===== config.mk =====
export PLATFORM = sky130hd
export DESIGN_NAME = wb_blkcopy
export DESIGN_NICKNAME = d
export VERILOG_FILES = /design/src/rtl/wb_pkg.sv /design/src/rtl/wb_blkcopy_wdog.sv /design/src/rtl/wb_blkcopy.sv
export SDC_FILE = /design/constraint.sdc
export NUM_CORES = 1
export LEC_CHECK = 0
export ABC_AREA = 1
export ABC_CLOCK_PERIOD_IN_PS = 5800
export BUFFER_PORTS_ARGS = -buffer_cell sky130_fd_sc_hd__buf_4
export CAP_MARGIN = 10
export CORE_UTILIZATION = 50
export CTS_CLUSTER_DIAMETER = 40
export DETAILED_ROUTE_END_ITERATION = 6
export PLACE_DENSITY_LB_ADDON = 0.25
export SLEW_MARGIN = 20
export SYNTH_ARGS = -nofsm -noshare
export SYNTH_HDL_FRONTEND = slang
export SYNTH_SLANG_ARGS = --single-unit

===== constraint.sdc =====
create_clock -name sys_clk -period 5.8 [get_ports sys_clk]
set_input_delay 0.58 -clock sys_clk [delete_from_list [all_inputs] [get_ports sys_clk]]
set_output_delay 0.58 -clock sys_clk [all_outputs]
set_load 0.05 [all_outputs]

===== src/rtl/wb_pkg.sv =====
// wb_pkg: shared FSM state encoding, SEL_ALL byte-select constant and word-address helper for wb_blkcopy
package wb_pkg;
  typedef enum logic [2:0] {IDLE, RD, RGAP, WR, WGAP, FIN} state_t;
  localparam logic [3:0] SEL_ALL = 4'hF;
  function automatic logic [31:0] word_adr(input logic [31:0] base, input logic [31:0] idx);
    return (base & 32'hFFFF_FFFC) + (idx << 2);
  endfunction
endpackage


===== src/rtl/wb_blkcopy_wdog.sv =====
// wb_blkcopy_wdog: bus-cycle watchdog (sys_clk, sys_rst_n, stb, ack=ack|err in; tmo out when stb has waited TIMEOUT cycles)
module wb_blkcopy_wdog #(
  parameter int TIMEOUT = 255
) (
  input  logic sys_clk,
  input  logic sys_rst_n,
  input  logic stb,
  input  logic ack,
  output logic tmo
);
  localparam int W = $clog2(TIMEOUT + 1);
  logic [W-1:0] cnt;
  assign tmo = stb && !ack && cnt == W'(TIMEOUT - 1);
  always_ff @(posedge sys_clk) cnt <= (!sys_rst_n || !stb || ack) ? '0 : cnt + 1'b1;
endmodule


===== src/rtl/wb_blkcopy.sv =====
// wb_blkcopy: Wishbone classic word block copier (start/src_adr/dst_adr/len in, busy/done/err out, wb_* master); WB_BLKCOPY_TIMEOUT_EN adds a per-cycle watchdog
module wb_blkcopy
  import wb_pkg::*;
#(
  parameter int LEN_W   = 16,
  parameter int TIMEOUT = 255
) (
  input  logic             sys_clk,
  input  logic             sys_rst_n,
  input  logic             start,
  input  logic [31:0]      src_adr,
  input  logic [31:0]      dst_adr,
  input  logic [LEN_W-1:0] len,
  output logic             busy,
  output logic             done,
  output logic             err,
  output logic [31:0]      wb_adr_o,
  output logic [31:0]      wb_dat_o,
  input  logic [31:0]      wb_dat_i,
  output logic [3:0]       wb_sel_o,
  output logic             wb_stb_o,
  output logic             wb_cyc_o,
  output logic             wb_we_o,
  input  logic             wb_ack_i,
  input  logic             wb_err_i
);
  state_t state;
  logic [31:0] src, dst;
  logic [LEN_W-1:0] n, i;
  logic tmo, fail;
  if (TIMEOUT < 1) begin : g_bad_timeout
    $error("TIMEOUT must be at least 1");
  end
`ifdef WB_BLKCOPY_TIMEOUT_EN
  wb_blkcopy_wdog #(.TIMEOUT(TIMEOUT)) u_wdog (
    .sys_clk  (sys_clk),
    .sys_rst_n(sys_rst_n),
    .stb      (wb_stb_o),
    .ack      (wb_ack_i || wb_err_i),
    .tmo      (tmo)
  );
`else
  assign tmo = 1'b0;
`endif
  assign fail = wb_err_i || tmo;
  // wb_dat_o doubles as the data register between the read and the write
  always_ff @(posedge sys_clk) begin
    if (!sys_rst_n) begin
      state <= IDLE;
      {busy, done, err, wb_cyc_o, wb_stb_o, wb_we_o} <= '0;
      wb_sel_o <= '0;
      wb_adr_o <= '0;
      wb_dat_o <= '0;
    end else begin
      done <= 1'b0;
      case (state)
        IDLE: if (start) begin
          src <= src_adr;
          dst <= dst_adr;
          n <= len;
          i <= '0;
          err <= 1'b0;
          busy <= 1'b1;
          state <= (len == '0) ? FIN : RD;
          {wb_cyc_o, wb_stb_o} <= {2{len != '0}};
          wb_we_o <= 1'b0;
          wb_sel_o <= (len == '0) ? 4'h0 : SEL_ALL;
          wb_adr_o <= word_adr(src_adr, '0);
        end
        RD, WR: if (fail || wb_ack_i) begin
          {wb_cyc_o, wb_stb_o, wb_we_o} <= '0;
          wb_sel_o <= '0;
          if (fail) begin
            err <= 1'b1;
            state <= FIN;
          end else if (state == RD) begin
            wb_dat_o <= wb_dat_i;
            state <= RGAP;
          end else begin
            i <= i + 1'b1;
            state <= WGAP;
          end
        end
        RGAP: begin
          state <= WR;
          {wb_cyc_o, wb_stb_o, wb_we_o} <= '1;
          wb_sel_o <= SEL_ALL;
          wb_adr_o <= word_adr(dst, 32'(i));
        end
        WGAP: if (i < n) begin
          state <= RD;
          {wb_cyc_o, wb_stb_o} <= 2'b11;
          wb_sel_o <= SEL_ALL;
          wb_adr_o <= word_adr(src, 32'(i));
        end else state <= FIN;
        FIN: begin
          state <= IDLE;
          busy <= 1'b0;
          done <= 1'b1;
        end
        default: state <= IDLE;
      endcase
    end
  end
endmodule


==> results.md <==
* Outcome: completed
* WP data required at slightly above 6 ns
* Die H at 132 microns
* Final setup fails at 0
* Grt ovf at 0
* Comb pwr share at 0.261
* Final std cells w/o fill at about 1.5k
* Worst hold stages at 1
* CP peak stage delay at roughly 0.85 ns
* DR vias/cell at 5.12
* Nets at between 1k and 1.5k
* Cell variety after synth at 47
* Hold Buf Count CTS at 0
* Synth Warn # at 0
* Drt pass-1 iters at 5
* Hold Path Sink: dst[8]$_DFFE_PP_
* Hold Fails Final Rpt at 0
* Sw frac at 0.343
* Row count at 47
* FMAX at about 250 MHz
* Gr usage total at 0.253
* Area grow syn2layout at 24.4%
* # Max-Cap Violations at 0
* Setup TNS at 0 ns
* CP Class: register to register
* Worst-margin pin slew at between 1 and 1.5 ns
* CTS tree: built
* Cell-internal power at 2.16 mW
* CTS root buf: clkbuf_16
* Switch Pwr at roughly 1.1 mW
* DIE AREA at 17400 sq um
* H-tree depth at 4
* Clk sinks at about 160
* Seq/Total Area, Yosys at 0.493
* Number of global-route vias before repair at 7205
* Num ports at ~190
* PD cells at roughly 310 nW/um^2
* First-pass GRT wire length at 34800 microns
* Die Wd at between 100 and 150 microns
* CTS clk-pin slew, worst paths at 0.07 ns
* Top Family by Delay on Critical Path: simple AND/OR/NAND/NOR gates
* Final period util at 0.677
* Hold Startpoint: dst_adr[8]
* Final ANT Viol Nets at 0
* Detail Placement HPWL at around 15000 microns
* Drt initial violations at ~600
* Largest net degree at the start of global routing at 77
* R2R cell count at 18
* Worst r2r src: state[2]$_SDFFE_PN0P_
* Post-Syn Area at around 8400 sq um
* # diodes at 0
* Max stage delay cell, worst path: dfxtp_1
* Total Wirelength at 21400 microns
* Worst VDD drop at roughly 0.25 mV
* Worst-path cell chain: nand2_4 -> inv_1 -> nand2_1 -> nand2_1 -> ha_1 -> inv_1 -> fa_1 -> o21ai_0 -> nand2_1 -> nand2_1 -> nand2_1 -> nand2_1 -> nand2_1 -> nand2_2 -> nand2_1 -> nand2_1 -> nand3_1 -> a21oi_1
* Post-synthesis area per instance at 8.01 sq um
* Inserted Clock Buffers at 17
* Clk buf depth at 2
* Sequential power share at 0.420
* Worst-skew pair later-pin latency at around 0.43 ns
* Starting Density at 0.511
* Leakage Power at approximately 5 nW
* Critical Path Source Type: register
* Max FO, Critical Path at 21
* Reg-to-reg critical path endpoint: wb_adr_o[24]$_SDFFE_PN0P_
* R2r setup slk at between 1.5 and 2 ns
* Post-CTS Setup Repair Bufs at 0
* DRC at 0
* Flops & latches, synth at between 150 and 200
* Slew headroom at 0.319
* Initial antenna violation count at 0
* Worst Skew at ~0.0091 ns
* Post-CTS sizing at 0
* CP Buf/Inv Count at 2
* Routed via count at 7461
* Most used cell, CP: nand2_1
* Fin crit period at between 3 and 4 ns
* Unrepaired setup endpoints after global routing: false
* Core area at roughly 17000 sq um
* Slew Viols, Final at 0
* Crit. End Element: register
* Worst hold-check path type: input pin to register
* Synth Instances at 1054
* # placed instances at between 1k and 1.5k
* Critical Path AT at between 4 and 5 ns
* Share of cells above drive strength 1 at 0.211
* WL/cell at ~15 microns
* Clock power share at 0.319
* # port buffers at 184
* Final Wtd Congestion at 0.890
==> layer usage <==
metal | wire [microns] | vias up | track usage
met5 | 0 | - | 0
met4 | 384 | 0 | 0.0743
met3 | 1540 | 27 | 0.0615
met2 | 10200 | 272 | 0.430
met1 | 9210 | 3415 | 0.319
li1 | - | 3747 | -
==> power groups by stage <==
stage                     Combinational, mW  Clock (mW)  Sequential (mW)
after global routing                  0.941        1.11             1.39
after floorplan                       0.420           0             1.57
after global placement                0.838           0             1.40
after detailed placement              0.849           0             1.40
after CTS                             0.855        1.06             1.38
final                                 0.860        1.05             1.38
==> flip-flops by register name, summed over array words and instances, names as in the netlist, 3 cells and up <==
| signal | cells |
|---|---|
| i | 16 |
| dst | 30 |
| src | 30 |
| wb_dat_o | 32 |
| state | 3 |
| wb_adr_o | 30 |
| n | 16 |
==> cells by family (layout without fill, tap and decap cells) <==
family,count (synthesis),after routing,share of synthesized area
AO/OA/AOI/OAI,150,150,0.0940
XOR/XNOR,11,11,0.0123
adder cells (fa/ha/maj),33,33,0.0498
buffers and inverters,159,341,0.0778
flip-flops,162,162,0.493
other,1,2,0.000444
AND/OR/NAND/NOR,538,538,0.272
==> synthesized netlist by cell type, drive strengths merged <==
cell type,instances,area [sq um]
nand2,260,1040
xor2,8,77.6
a22oi,1,7.51
nor2,191,752
nand3,43,220
and2,1,6.26
ha,32,400
and3,1,6.26
edfxtp,92,2760
o211ai,1,7.51
nand4,3,18.8
a21o,1,7.51
a211oi,1,7.51
o21bai,4,30.0
nor4,5,31.3
clkinv,1,3.75
clkbuf,17,65.1
nor3b,2,15.0
inv,118,443
conb,1,3.75
a21oi,55,283
fa,1,20.0
nand3b,13,97.6
dfxtp,70,1400
buf,23,145
o21ai,81,409
xnor2,3,26.3
a31oi,3,18.8
nor3,14,80.1
o21a,3,22.5
or2,5,31.3
==> cells in the final DEF, fill, tap and decap left out, types with 2 or more instances in the layout <==
| cell | netlist | layout |
|---|---|---|
| nand2_1 | 245 | 245 |
| buf_4 | 8 | 190 |
| nor2_1 | 183 | 181 |
| inv_1 | 115 | 116 |
| edfxtp_1 | 92 | 92 |
| o21ai_0 | 77 | 77 |
| dfxtp_1 | 70 | 70 |
| a21oi_1 | 53 | 53 |
| nand3_1 | 42 | 42 |
| ha_1 | 32 | 32 |
| clkbuf_16 | 0 | 17 |
| nand3b_1 | 13 | 13 |
| nor3_1 | 12 | 12 |
| nand2_2 | 10 | 10 |
| xor2_1 | 7 | 7 |
| nor2_2 | 5 | 6 |
| nor4_1 | 5 | 5 |
| nand2_4 | 5 | 5 |
| or2_2 | 4 | 4 |
| o21bai_1 | 4 | 4 |
| nor2_4 | 3 | 4 |
| clkinv_4 | 0 | 4 |
| o21a_1 | 3 | 3 |
| nand4_1 | 3 | 3 |
| inv_2 | 3 | 3 |
| o21ai_1 | 3 | 3 |
| a31oi_1 | 3 | 3 |
| xnor2_1 | 3 | 3 |
| clkinv_2 | 0 | 3 |
| inv_6 | 0 | 3 |
| nor3_2 | 2 | 2 |
| nor3b_1 | 2 | 2 |
| conb_1 | 1 | 2 |
| inv_4 | 0 | 2 |
==> final cells by class <==
cell class,count,area (sq um)
clock inverters,14,104
clock buffers,18,439
fillers,1446,6020
repair buffers,190,1430
multi-input cells,734,3640
flip-flops and latches,162,4160
well taps,220,275
inverters,119,447
==> per-stage QoR <==
| stage | setup slack (ns) | power [mW] | utilization | instance area, sq um | hold WS (ns) |
|---|---|---|---|---|---|
| 4_1_cts | 1.91 | 3.30 | 0.635 | 10500 | 0.307 |
| 5_1_grt | 1.45 | 3.44 | 0.635 | 10500 | 0.301 |
| 6_report | 1.87 | 3.29 | 0.635 | 10500 | 0.321 |
| 3_5_place_dp | 1.98 | 2.25 | 0.602 | 9950 | 0.460 |
| 2_1_floorplan | 1.00 | 1.99 | - | 8440 | 0.498 |
| 3_3_place_gp | 2.02 | 2.24 | 0.602 | 9950 | 0.457 |
==> worst max path at each step <==
stage | from | end | slack (ns) | cells past startpoint
after floorplan | sys_rst_n | dst[10]$_DFFE_PP_ | 1.00 | 3
after global placement | state[2]$_SDFFE_PN0P_ | wb_adr_o[24]$_SDFFE_PN0P_ | 2.02 | 18
after detailed placement | state[2]$_SDFFE_PN0P_ | wb_adr_o[24]$_SDFFE_PN0P_ | 1.98 | 18
after CTS | state[2]$_SDFFE_PN0P_ | wb_adr_o[24]$_SDFFE_PN0P_ | 1.91 | 18
after global routing | state[2]$_SDFFE_PN0P_ | wb_adr_o[20]$_SDFFE_PN0P_ | 1.45 | 18
final | state[2]$_SDFFE_PN0P_ | wb_adr_o[24]$_SDFFE_PN0P_ | 1.87 | 18
==> worst reg2reg max path: cells and delay by family (launching register included) <==
family	cells	cell delay, ns
simple gates	12	1.18
buf+inv	2	0.67
flops	1	0.85
compound gates	2	0.61
fa+ha+maj	2	0.56
Power figures use the tool's default switching activity.
